$ cat src/rtl/ram_dma_pkg.sv
// Shared definitions for the ram_dma block: FSM encoding, mode encodings, default widths.
// Overlap-safe copy is enabled by defining RAM_DMA_MEMMOVE_EN.
package ram_dma_pkg;

   localparam int DEF_ADDR_W = 19;
   localparam int DEF_LEN_W  = 16;

   localparam logic MODE_COPY = 1'b0;
   localparam logic MODE_FILL = 1'b1;

   typedef enum logic [2:0] {
      ST_IDLE = 3'd0,
      ST_RD   = 3'd1,
      ST_HOLD = 3'd2,
      ST_WR   = 3'd3,
      ST_DONE = 3'd4
   } state_t;

   function automatic logic is_busy(input state_t s);
      return (s == ST_RD) || (s == ST_HOLD) || (s == ST_WR);
   endfunction

endpackage

$ cat src/rtl/ram_dma_addr_gen.sv
// Source/destination address counters for ram_dma: load, up/down stepping, modulo-2^ADDR_W wrap.
// Descending mode is chosen at load time when allow_down is set and the regions overlap forward.
module ram_dma_addr_gen
   import ram_dma_pkg::*;
#(
   parameter int ADDR_W = DEF_ADDR_W,
   parameter int LEN_W  = DEF_LEN_W
) (
   input  logic              clk,
   input  logic              reset,
   input  logic              load,
   input  logic              allow_down,
   input  logic [ADDR_W-1:0] src_in,
   input  logic [ADDR_W-1:0] dst_in,
   input  logic [LEN_W-1:0]  len_in,
   input  logic              step,
   output logic [ADDR_W-1:0] src_cur,
   output logic [ADDR_W-1:0] dst_cur
);

   localparam logic [ADDR_W-1:0] ADDR_ONE = {{(ADDR_W-1){1'b0}}, 1'b1};

   logic [ADDR_W-1:0] len_ext;
   logic [ADDR_W-1:0] len_m1;
   logic [ADDR_W:0]   src_end;
   logic              overlap;
   logic              go_down;
   logic              down_q;

   if (LEN_W >= ADDR_W) begin : g_len_trunc
      assign len_ext = len_in[ADDR_W-1:0];
   end else begin : g_len_ext
      assign len_ext = {{(ADDR_W-LEN_W){1'b0}}, len_in};
   end

   assign len_m1  = len_ext - ADDR_ONE;
   assign src_end = {1'b0, src_in} + {1'b0, len_ext};

   // Forward overlap (src < dst < src+len) would clobber unread source bytes when walking upward.
   assign overlap = (src_in < dst_in) && ({1'b0, dst_in} < src_end);
   assign go_down = allow_down && overlap;

   always_ff @(posedge clk or posedge reset) begin
      if (reset) begin
         src_cur <= '0;
         dst_cur <= '0;
         down_q  <= 1'b0;
      end else if (load) begin
         down_q  <= go_down;
         src_cur <= go_down ? (src_in + len_m1) : src_in;
         dst_cur <= go_down ? (dst_in + len_m1) : dst_in;
      end else if (step) begin
         src_cur <= down_q ? (src_cur - ADDR_ONE) : (src_cur + ADDR_ONE);
         dst_cur <= down_q ? (dst_cur - ADDR_ONE) : (dst_cur + ADDR_ONE);
      end
   end

endmodule

$ cat src/rtl/ram_dma.sv
// ram_dma: byte-wide copy/fill engine driving a single-port RAM (read data one cycle after the read strobe).
// Define RAM_DMA_MEMMOVE_EN for overlap-safe (descending) copies.
module ram_dma
   import ram_dma_pkg::*;
#(
   parameter int ADDR_W = DEF_ADDR_W,
   parameter int LEN_W  = DEF_LEN_W
) (
   input  logic              clk,
   input  logic              reset,
   input  logic              start,
   input  logic              mode,
   input  logic [ADDR_W-1:0] src_addr,
   input  logic [ADDR_W-1:0] dst_addr,
   input  logic [LEN_W-1:0]  length,
   input  logic [7:0]        fill_byte,
   output logic              busy,
   output logic              done,
   output logic              ram_cs,
   output logic              ram_rw,
   output logic              ram_read,
   output logic [ADDR_W-1:0] ram_addr,
   output logic [7:0]        ram_wdata,
   input  logic [7:0]        ram_rdata,
   output state_t            dbg_state
);

   // Handshake: start is a one-cycle request taken only in IDLE (busy=0, done=0); the request
   // parameters are latched on that edge, busy covers RD/HOLD/WR, and done pulses for one cycle
   // after the final write, after which the engine is back in IDLE.

   localparam logic [LEN_W-1:0] LEN_ONE = {{(LEN_W-1){1'b0}}, 1'b1};

   state_t            state_q;
   state_t            state_d;
   logic              accept;
   logic              allow_down;
   logic              mode_q;
   logic [7:0]        fill_q;
   logic [7:0]        hold_q;
   logic [LEN_W-1:0]  remain_q;
   logic [ADDR_W-1:0] src_cur;
   logic [ADDR_W-1:0] dst_cur;

   assign accept    = (state_q == ST_IDLE) && start;
   assign dbg_state = state_q;

`ifdef RAM_DMA_MEMMOVE_EN
   assign allow_down = (mode == MODE_COPY);
`else
   assign allow_down = 1'b0;
`endif

   ram_dma_addr_gen #(
      .ADDR_W (ADDR_W),
      .LEN_W  (LEN_W)
   ) u_addr_gen (
      .clk        (clk),
      .reset      (reset),
      .load       (accept),
      .allow_down (allow_down),
      .src_in     (src_addr),
      .dst_in     (dst_addr),
      .len_in     (length),
      .step       (state_q == ST_WR),
      .src_cur    (src_cur),
      .dst_cur    (dst_cur)
   );

   always_ff @(posedge clk or posedge reset) begin
      if (reset) begin
         state_q <= ST_IDLE;
      end else begin
         state_q <= state_d;
      end
   end

   always_comb begin
      state_d = state_q;
      case (state_q)
         ST_IDLE: begin
            if (start) begin
               if (length == '0) begin
                  state_d = ST_DONE;
               end else if (mode == MODE_FILL) begin
                  state_d = ST_WR;
               end else begin
                  state_d = ST_RD;
               end
            end
         end
         ST_RD:   state_d = ST_HOLD;
         ST_HOLD: state_d = ST_WR;
         ST_WR: begin
            if (remain_q == LEN_ONE) begin
               state_d = ST_DONE;
            end else if (mode_q == MODE_COPY) begin
               state_d = ST_RD;
            end else begin
               state_d = ST_WR;
            end
         end
         ST_DONE: state_d = ST_IDLE;
         default: state_d = ST_IDLE;
      endcase
   end

   always_ff @(posedge clk or posedge reset) begin
      if (reset) begin
         mode_q   <= MODE_COPY;
         fill_q   <= '0;
         remain_q <= '0;
         hold_q   <= '0;
      end else begin
         if (accept) begin
            mode_q   <= mode;
            fill_q   <= fill_byte;
            remain_q <= length;
         end else if (state_q == ST_WR) begin
            remain_q <= remain_q - LEN_ONE;
         end
         if (state_q == ST_HOLD) begin
            hold_q <= ram_rdata;
         end
      end
   end

   always_comb begin
      busy      = is_busy(state_q);
      done      = 1'b0;
      ram_cs    = 1'b0;
      ram_rw    = 1'b1;
      ram_read  = 1'b0;
      ram_addr  = '0;
      ram_wdata = '0;
      case (state_q)
         ST_RD: begin
            ram_cs   = 1'b1;
            ram_read = 1'b1;
            ram_addr = src_cur;
         end
         ST_WR: begin
            ram_cs    = 1'b1;
            ram_rw    = 1'b0;
            ram_addr  = dst_cur;
            ram_wdata = (mode_q == MODE_FILL) ? fill_q : hold_q;
         end
         ST_DONE: done = 1'b1;
         default: ;
      endcase
   end

endmodule

$ cat config.mk
export PLATFORM = sky130hd
export DESIGN_NAME = ram_dma
export DESIGN_NICKNAME = d
export VERILOG_FILES = /design/src/rtl/ram_dma_pkg.sv /design/src/rtl/ram_dma_addr_gen.sv /design/src/rtl/ram_dma.sv
export SDC_FILE = /design/constraint.sdc
export NUM_CORES = 1
export LEC_CHECK = 0
export BUFFER_PORTS_ARGS = -buffer_cell sky130_fd_sc_hd__buf_2
export CAP_MARGIN = 10
export CORE_UTILIZATION = 55
export CTS_CLUSTER_DIAMETER = 40
export DETAILED_ROUTE_END_ITERATION = 8
export PLACE_DENSITY = 0.83
export REMOVE_ABC_BUFFERS = 1
export SLEW_MARGIN = 20
export SYNTH_ARGS = -nofsm -noshare
export SYNTH_HDL_FRONTEND = slang
export SYNTH_HIERARCHICAL = 1
export SYNTH_SLANG_ARGS = --single-unit
export TNS_END_PERCENT = 20
$ cat constraint.sdc
create_clock -name clk -period 5 [get_ports clk]
set_input_delay 1.25 -clock clk [delete_from_list [all_inputs] [get_ports clk]]
set_output_delay 1.25 -clock clk [all_outputs]
set_load 0.02 [all_outputs]
==> qor.yml, run 1 <==
grt:
  grt_usage: 0.298
  grt_pass1_vias: 8685
  grt_max_degree: 58
  grt_pass1_wl_um: 42100
  grt-ovfl-total: 0
  antenna_found_initial: 0
floorplanning:
  die_h_um: 133
  coreArea_sq_mm: 0.0166
  ios: 109
  dieArea_sq_mm: 0.0176
  start_util: 0.564
  rows: 47
  fp.dieW_um: 133
power:
  power.leakage_nw: 4.98
  p_per_area_mw_per_mm2: 542
  ir_drop_uv: 481
synthesis:
  synth.cell_area_sq_mm: 0.00938
  yosysTopAreaCellShare: 0.200
  yosys_warnings: 6
  synth-async-reset-ratio: 1.00
  yosys.area.top_type: "dfrtp_1"
  syn_area_per_cell_sq_um: 8.22
  synth_area_leaders: "dfrtp_1 20%, ha_1 17%, mux2i_1 6.5%"
  ys_seq_area_frac: 0.200
  synth_cells: 1141
  ys_ff_latch: 75
  synth.distinct_cells: 82
  synth_edf_count: 0
  synthFlopType: "dfrtp_1"
placement:
  io_buffers: 108
  dp_hpwl_um: 19600
  gp_congestion: 0.967
  place_ws_ns: 0.139
timing:
  tns_ns: 0
  worst_pin_slew_ns: 4.13
  timing.final.crit_share: 0.910
  final-hold-violation-count: 0
  finalSetupViolCount: 0
  fin_worst_skew_ns: 0.00856
  finalMaxSlewViolations: 36
  fin_hold_ws_ns: 0.482
  worst_slack_ns: 0.450
  rsz0062_at_grt: "false"
  final.min_clock_period_ns: 4.55
  slew_headroom: -1.76
  fmax_mhz: 220
final_layout:
  fillerInstances: 1382
  areaGrowthSynthToFinish_pct: 11.2
  mostFrequentLayoutCells: "125 x ha_1, 108 x buf_2, 98 x a21oi_1, 95 x nand2_1, 88 x nor2_1"
  utilization: 0.626
  final_common_cell: "ha_1"
  drive_gt1_frac: 0.129
  n_antenna_cell: 0
  nNetsFinal: 1440
status:
  status: "finished with violations"
  violations: "max-slew violations"
critical_path:
  required_ns: 5.24
  reg2reg_setup_slack_ns: 1.21
  crit_fanout: 5
  endpoint_kind: "flip-flop"
  reg2reg_to: "u_addr_gen/src_cur[18]$_DFFE_PP0P_"
  reg2reg_depth: 11
  critPathLaunchType: "primary input"
  critical_path_arrival_ns: 4.79
  path_class: "in2reg"
  timing.rr.start: "u_addr_gen/down_q$_DFFE_PP0P_"
clock_tree:
  cts_resized: 0
  clock_sinks: 75
  clk_path_buf_depth: 2
  cts_tree: "built"
  cts_hold_buf: 0
  htreeDepth: 3
  post_cts_buffers: 0
  path_clk_slew_ns: 0.07
  cts_buffers: 9
  root_buffer: "clkbuf_16"
  clock_latency_ns: 0.35
min_path:
  worstHoldEndpoint: "fill_q[1]$_DFFE_PP0P_"
  min-delay-start: "fill_q[1]$_DFFE_PP0P_"
  holdPathStages: 2
  hp-class: "reg2reg"
detailed_routing:
  first_pass_iters: 5
  ant_nets: 0
  drtIter0Drc: 564
  drc_errors: 0
  vias: 9088
  routed_wl_um: 25800
  via_per_inst: 6.22
  post_drt_wl_per_cell_um: 17.7
job:
  drv_cap: 0
-- through the flow --
| step | cell area (sq um) | power (W) | instances |
|---|---|---|---|
| floorplan | 9240 | 0.00400 | 1107 |
| global placement | 10100 | 0.00479 | 1445 |
| detailed placement | 10100 | 0.00489 | 1445 |
| CTS | 10400 | 0.00560 | 1461 |
| global route | 10400 | 0.00614 | 1461 |
| finish | 10400 | 0.00565 | 1461 |
-- synthesized netlist by cell type (10+ instances only) --
master and count:
a211oi_1 34, a21o_1 28, a21oi_1 98, a31oi_1 12
buf_2 10, clkbuf_1 20, dfrtp_1 75, ha_1 125
inv_1 52, mux2i_1 61, nand2_1 95, nand2b_1 13
nand3_1 24, nor2_1 88, nor2b_1 30, nor3_1 32
o211ai_1 11, o21a_1 14, o21ai_0 52, or3_1 14
xnor2_1 49, xor2_1 34
-- worst max-delay path, cell delays in order --
cell and delay [ns]:
buf_2 0.14, or3_1 0.43, or3_1 0.39, or3_1 0.39
xnor2_1 0.17, ha_1 0.36, o21a_1 0.16, o221ai_1 0.22
o2111a_1 0.33, o31ai_1 0.38, mux2i_1 0.28, nor4_1 0.07
a31oi_1 0.15, nand2_1 0.06
-- where the power goes --
group | switching (W) | internal [W]
logic | 0.00217 | 0.00159
clock network | 0.000271 | 0.000387
registers | 0.000304 | 0.000924
total | 0.00275 | 0.00290
-- worst max-delay path by stage --
stage	startpoint	to	slack (ns)
floorplan	dbg_state[1]$_DFFE_PP0P_	ram_wdata[0]	0.42
global placement	length[4]	u_addr_gen/dst_cur[18]$_DFFE_PP0P_	0.22
detailed placement	length[4]	u_addr_gen/dst_cur[18]$_DFFE_PP0P_	0.14
CTS	length[4]	u_addr_gen/dst_cur[18]$_DFFE_PP0P_	0.50
global route	length[4]	u_addr_gen/dst_cur[18]$_DFFE_PP0P_	0.24
finish	length[4]	u_addr_gen/dst_cur[18]$_DFFE_PP0P_	0.45
-- state kept, by name, summed over array words and instances, names as in the netlist --
| register | flops |
|---|---|
| mode_q | 1 |
| u_addr_gen/src_cur | 19 |
| u_addr_gen/dst_cur | 19 |
| dbg_state | 3 |
| u_addr_gen/down_q | 1 |
| remain_q | 16 |
| hold_q | 8 |
| fill_q | 8 |
-- cell type report --
type                    count  area, sq um  share of cell area
repair buffers            118          616              0.0590
inverters                  54          203              0.0194
well taps                 220          275              0.0264
flip-flops and latches     75         1880               0.180
clock inverters             6         66.3             0.00636
clock buffers              10          229              0.0220
multi-input cells         978         7160               0.687
-- metal layers --
layer | track usage | part of all wire | up-vias
met2 | 0.498 | 0.46 | 309
met3 | 0.0307 | 0.055 | 57
met1 | 0.388 | 0.45 | 4291
li1 | - | - | 4431
met4 | 0.132 | 0.035 | 0
met5 | 0 | 0 | -
-- logic make-up after synthesis --
logic type,share of synthesized area
simple gates,0.201
mux,0.0747
fa+ha+maj,0.177
compound gates,0.232
flops,0.200
buf+inv,0.0366
other cells,0.000400
xor+xnor,0.0775
(Power assumes the default switching activity.)
==> run 2: changes to the inputs <==
Settings changed: BUFFER_PORTS_ARGS -buffer_cell sky130_fd_sc_hd__buf_2 to unset, DONT_BUFFER_PORTS set to 1, PLACE_DENSITY 0.83 to 0.77.
==> qor.yml, run 2 (synthesis gave the netlist of run 1 again) <==
critical_path:
  reg2reg_setup_slack_ns: 1.25
  cp.depth: 13
  critPathMaxStageDelay_ns: 0.42
  required_ns: 5.23
  critical_path.cell_chain: "or3_1 -> or3_1 -> or3_1 -> xnor2_1 -> ha_1 -> o21a_1 -> o221ai_1 -> o2111a_1 -> o31ai_1 -> mux2i_1 -> nor4_1 -> a31oi_1 -> nand2_1"
  reg2reg_to: "u_addr_gen/dst_cur[15]$_DFFE_PP0P_"
  endpoint_kind: "flip-flop"
  cpMostUsedCell: "or3_1"
  critPathLaunchType: "primary input"
  timing.rr.start: "u_addr_gen/down_q$_DFFE_PP0P_"
  path_class: "in2reg"
  crit_fanout: 5
  critical_path_arrival_ns: 4.63
  reg2reg_depth: 11
  path_buf_inv: 0
  critPathTopFamily: "simple AND/OR/NAND/NOR gates"
  critical-path-slowest-cell: "or3_1"
power:
  pwr-share-comb: 0.645
  intPower_w: 0.00273
  p_clk_frac: 0.118
  p_seq_frac: 0.237
  ir_drop_uv: 561
  p_sw_w: 0.00267
  p_per_area_mw_per_mm2: 547
  sw_frac_of_total: 0.495
  power.leakage_nw: 4.51
floorplanning:
  fp.dieW_um: 133
  die_h_um: 133
  start_util: 0.564
  dieArea_sq_mm: 0.0176
  rows: 47
  coreArea_sq_mm: 0.0166
  ios: 109
clock_tree:
  root_buffer: "clkbuf_16"
  htreeDepth: 3
  cts_buffers: 9
  cts_hold_buf: 0
  path_clk_slew_ns: 0.07
  clock_latency_ns: 0.35
  cts_resized: 0
  clk_path_buf_depth: 2
  cts_tree: "built"
  clock_sinks: 75
  post_cts_buffers: 0
detailed_routing:
  drtIter0Drc: 666
  ant_nets: 0
  first_pass_iters: 7
  drc_errors: 0
  via_per_inst: 6.42
  post_drt_wl_per_cell_um: 18.8
  vias: 8685
  routed_wl_um: 25400
timing:
  finalMaxSlewViolations: 36
  fmax_mhz: 227
  timing.final.crit_share: 0.882
  fin_worst_skew_ns: 0.00459
  rsz0062_at_grt: "false"
  worst_slack_ns: 0.592
  final.min_clock_period_ns: 4.41
  worst_pin_slew_ns: 4.15
  final-hold-violation-count: 0
  slew_headroom: -1.76
  finalSetupViolCount: 0
  tns_ns: 0
grt:
  grt_pass1_wl_um: 40700
  grt-ovfl-total: 0
  grt_usage: 0.290
  antenna_found_initial: 0
  grt_pass1_vias: 8131
  grt_max_degree: 58
placement:
  io_buffers: 0
  place_ws_ns: 0.311
  dp_hpwl_um: 19200
  gp_congestion: 0.906
min_path:
  min-delay-start: "fill_q[5]$_DFFE_PP0P_"
  hp-class: "reg2reg"
  worstHoldEndpoint: "fill_q[5]$_DFFE_PP0P_"
  holdPathStages: 2
final_layout:
  areaGrowthSynthToFinish_pct: 5.22
  final_common_cell: "ha_1"
  drive_gt1_frac: 0.0468
  n_antenna_cell: 0
  nNetsFinal: 1331
  biggestRegsByFlops: "u_addr_gen/dst_cur (19), u_addr_gen/src_cur (19), remain_q (16)"
  mostFrequentLayoutCells: "125 x ha_1, 98 x a21oi_1, 95 x nand2_1, 88 x nor2_1, 74 x dfrtp_1"
status:
  violations: "max-slew violations"
  status: "finished with violations"
job:
  drv_cap: 0
run 2: cell types whose count changed in the layout (fill, tap and decap cells not counted):
cell,before,now
inv_6,0,3
dfrtp_2,0,1
clkbuf_1,1,0
buf_2,108,0
clkinv_2,2,0
buf_4,10,9
clkinvlp_4,0,2
clkinv_4,3,2
dfrtp_1,75,74
bufinv_16,1,0
run 2: metal layers:
metal / GRT usage / part of all wire / vias to the layer above
li1: - / - / 4231
met1: 0.372 / 0.44 / 4068
met2: 0.492 / 0.47 / 343
met3: 0.0421 / 0.070 / 43
met4: 0.107 / 0.027 / 0
met5: 0 / 0 / -
run 2: per-stage QoR:
stage / utilization / total power, W / hold WS, ns / instance area [sq um] / cells
detailed placement: 0.576 / 0.00469 / 0.470 / 9580 / 1336
finish: 0.593 / 0.00540 / 0.482 / 9870 / 1352
floorplan: - / 0.00400 / 0.445 / 9240 / 1107
global route: 0.593 / 0.00587 / 0.508 / 9870 / 1352
CTS: 0.593 / 0.00536 / 0.489 / 9870 / 1352
global placement: 0.576 / 0.00461 / 0.461 / 9580 / 1336
run 2: tightest hold or removal path, cell delays in order, from the launching register on:
cell     delay (ns)
dfrtp_1        0.35
nand2_1        0.05
nand2_1        0.05
run 2: area by class of cell:
| class | count | area [sq um] |
|---|---|---|
| clock buffers | 9 | 225 |
| clock inverters | 7 | 58.8 |
| fillers | 1490 | 6770 |
| inverters | 54 | 203 |
| multi-input cells | 978 | 7160 |
| flip-flops and latches | 75 | 1880 |
| well taps | 220 | 275 |
| repair buffers | 9 | 67.6 |
run 2: worst max path at each step:
stage,startpoint,to
finish,length[4],u_addr_gen/dst_cur[18]$_DFFE_PP0P_
global route,length[4],u_addr_gen/dst_cur[18]$_DFFE_PP0P_
CTS,length[4],u_addr_gen/dst_cur[18]$_DFFE_PP0P_
detailed placement,length[4],u_addr_gen/dst_cur[18]$_DFFE_PP0P_
global placement,length[4],u_addr_gen/dst_cur[18]$_DFFE_PP0P_
floorplan,dbg_state[1]$_DFFE_PP0P_,ram_wdata[0]
run 2: power groups by stage:
stage	Combinational [W]	Sequential, W	Clock (W)
after floorplan	0.00281	0.00120	0
after global placement	0.00333	0.00128	0
after detailed placement	0.00340	0.00129	0
after CTS	0.00343	0.00128	0.000647
after global routing	0.00388	0.00133	0.000664
final	0.00348	0.00128	0.000636
==> run 3: changes to the inputs <==
Settings changed: CORE_ASPECT_RATIO set to 0.9.
==> qor.yml, run 3 (synthesis gave the netlist of run 1 again) <==
floorplanning:
  ios: 109
  die_h_um: 126
  start_util: 0.572
  dieArea_sq_mm: 0.0176
  rows: 44
  fp.dieW_um: 140
  coreArea_sq_mm: 0.0164
power:
  p_per_area_mw_per_mm2: 554
  p_seq_frac: 0.235
  ir_drop_uv: 325
  p_clk_frac: 0.125
  pwr-share-comb: 0.640
  power.leakage_nw: 4.53
  intPower_w: 0.00274
  p_sw_w: 0.00273
  sw_frac_of_total: 0.498
critical_path:
  critPathMaxStageDelay_ns: 0.44
  critical-path-slowest-cell: "ha_1"
  path_class: "in2reg"
  critical_path_arrival_ns: 4.74
  reg2reg_depth: 11
  critPathTopFamily: "simple AND/OR/NAND/NOR gates"
  worstSetupStartpoint: "length[4]"
  cp.depth: 13
  crit_fanout: 7
  endpoint_kind: "flip-flop"
  critical_path.cell_chain: "or3_1 -> or3_1 -> or3_1 -> nor3_1 -> xor2_1 -> ha_1 -> nand3_1 -> o2111a_1 -> o31ai_1 -> mux2i_1 -> nor4_1 -> a31oi_1 -> nand2_1"
  reg2reg_setup_slack_ns: 1.20
  reg2reg_to: "u_addr_gen/src_cur[18]$_DFFE_PP0P_"
  path_buf_inv: 0
  required_ns: 5.24
  cpMostUsedCell: "or3_1"
  timing.rr.start: "u_addr_gen/down_q$_DFFE_PP0P_"
  critPathLaunchType: "primary input"
grt:
  use_met2: 0.462
  busiest_layer: "met2"
  grt_pass1_vias: 8172
  grt_use_met1: 0.397
  groute.layer.met3.usage: 0.0715
  grt_pass1_wl_um: 41100
  grt-ovfl-total: 0
  antenna_found_initial: 0
  grt_usage: 0.295
  grt_max_degree: 93
timing:
  fin_hold_ws_ns: 0.485
  fin_worst_skew_ns: 0.00740
  finalSetupViolCount: 0
  final-hold-violation-count: 0
  final.min_clock_period_ns: 4.50
  slew_headroom: -1.83
  timing.final.crit_share: 0.899
  worst_pin_slew_ns: 4.24
  fmax_mhz: 222
  finalMaxSlewViolations: 36
  rsz0062_at_grt: "false"
  tns_ns: 0
min_path:
  hp-class: "reg2reg"
  holdPathStages: 2
  min-delay-start: "fill_q[4]$_DFFE_PP0P_"
  worstHoldEndpoint: "fill_q[4]$_DFFE_PP0P_"
detailed_routing:
  post_drt_wl_per_cell_um: 19.1
  drtIter0Drc: 741
  via_per_inst: 6.44
  ant_nets: 0
  drc_errors: 0
  first_pass_iters: 5
  routed_wl_um: 25600
  vias: 8621
clock_tree:
  clock_sinks: 75
  root_buffer: "clkbuf_16"
  htreeDepth: 3
  cts_buffers: 9
  clk_path_buf_depth: 2
  cts_hold_buf: 0
  path_clk_slew_ns: 0.07
  post_cts_buffers: 0
  cts_resized: 0
  clock_latency_ns: 0.36
  cts_tree: "built"
placement:
  dp_hpwl_um: 19300
  gp_congestion: 0.964
  io_buffers: 0
job:
  drv_cap: 0
final_layout:
  biggestRegsByFlops: "u_addr_gen/dst_cur (19), u_addr_gen/src_cur (19), remain_q (16)"
  mostFrequentLayoutCells: "125 x ha_1, 98 x a21oi_1, 95 x nand2_1, 88 x nor2_1, 74 x dfrtp_1"
  areaGrowthSynthToFinish_pct: 5.34
  final_common_cell: "ha_1"
  drive_gt1_frac: 0.0460
  n_antenna_cell: 0
  nNetsFinal: 1330
status:
  violations: "max-slew violations"
  status: "finished with violations"
-- run 3: cell count changes in the layout (fill, tap and decap cells not counted) --
| cell | delta |
|---|---|
| clkinvlp_4 | -2 |
| buf_12 | +1 |
| clkinv_4 | -1 |
| clkinv_8 | +2 |
| inv_6 | -1 |
| inv_8 | +2 |
| buf_4 | -2 |
-- run 3: worst max path at each step --
stage and to:
6_report u_addr_gen/dst_cur[18]$_DFFE_PP0P_, 5_1_grt u_addr_gen/dst_cur[18]$_DFFE_PP0P_, 4_1_cts u_addr_gen/dst_cur[18]$_DFFE_PP0P_, 3_5_place_dp u_addr_gen/dst_cur[18]$_DFFE_PP0P_
3_3_place_gp u_addr_gen/dst_cur[18]$_DFFE_PP0P_, 2_1_floorplan ram_wdata[0]
-- run 3: per-stage QoR --
step                      cell area [sq um]  total power, W  cells   util  setup WS (ns)
after floorplan                        9240         0.00400   1107      -          0.421
after global routing                   9880         0.00594   1338  0.602          0.282
after detailed placement               9570         0.00472   1322  0.584          0.245
final                                  9880         0.00547   1338  0.602          0.504
after global placement                 9570         0.00462   1322  0.584          0.348
after CTS                              9880         0.00544   1338  0.602          0.611
-- run 3: area by class of cell --
type / instances / area, sq um
multi-input cells: 978 / 7160
flip-flops and latches: 75 / 1880
repair buffers: 8 / 72.6
fillers: 1461 / 6530
inverters: 54 / 203
well taps: 207 / 259
clock inverters: 7 / 81.3
clock buffers: 9 / 225
-- run 3: power groups by stage --
stage          Clock (W)  Sequential, W  Combinational, W
3_3_place_gp           0        0.00128           0.00335
6_report        0.000684        0.00128           0.00350
3_5_place_dp           0        0.00128           0.00344
5_1_grt         0.000709        0.00133           0.00391
2_1_floorplan          0        0.00120           0.00281
4_1_cts         0.000692        0.00128           0.00347
-- run 3: layer usage --
metal	wire length (um)	share of wire
met5	0	0
met4	688	0.027
met3	1790	0.070
met2	11200	0.44
met1	11900	0.46
-- run 3: worst reg2reg max path: cells and delay by family, from the launching register on --
family	cells	cell delay (ns)
buf+inv	2	0.59
compound gates	7	2.04
simple gates	1	0.14
flops	1	0.59
fa+ha+maj	1	0.33
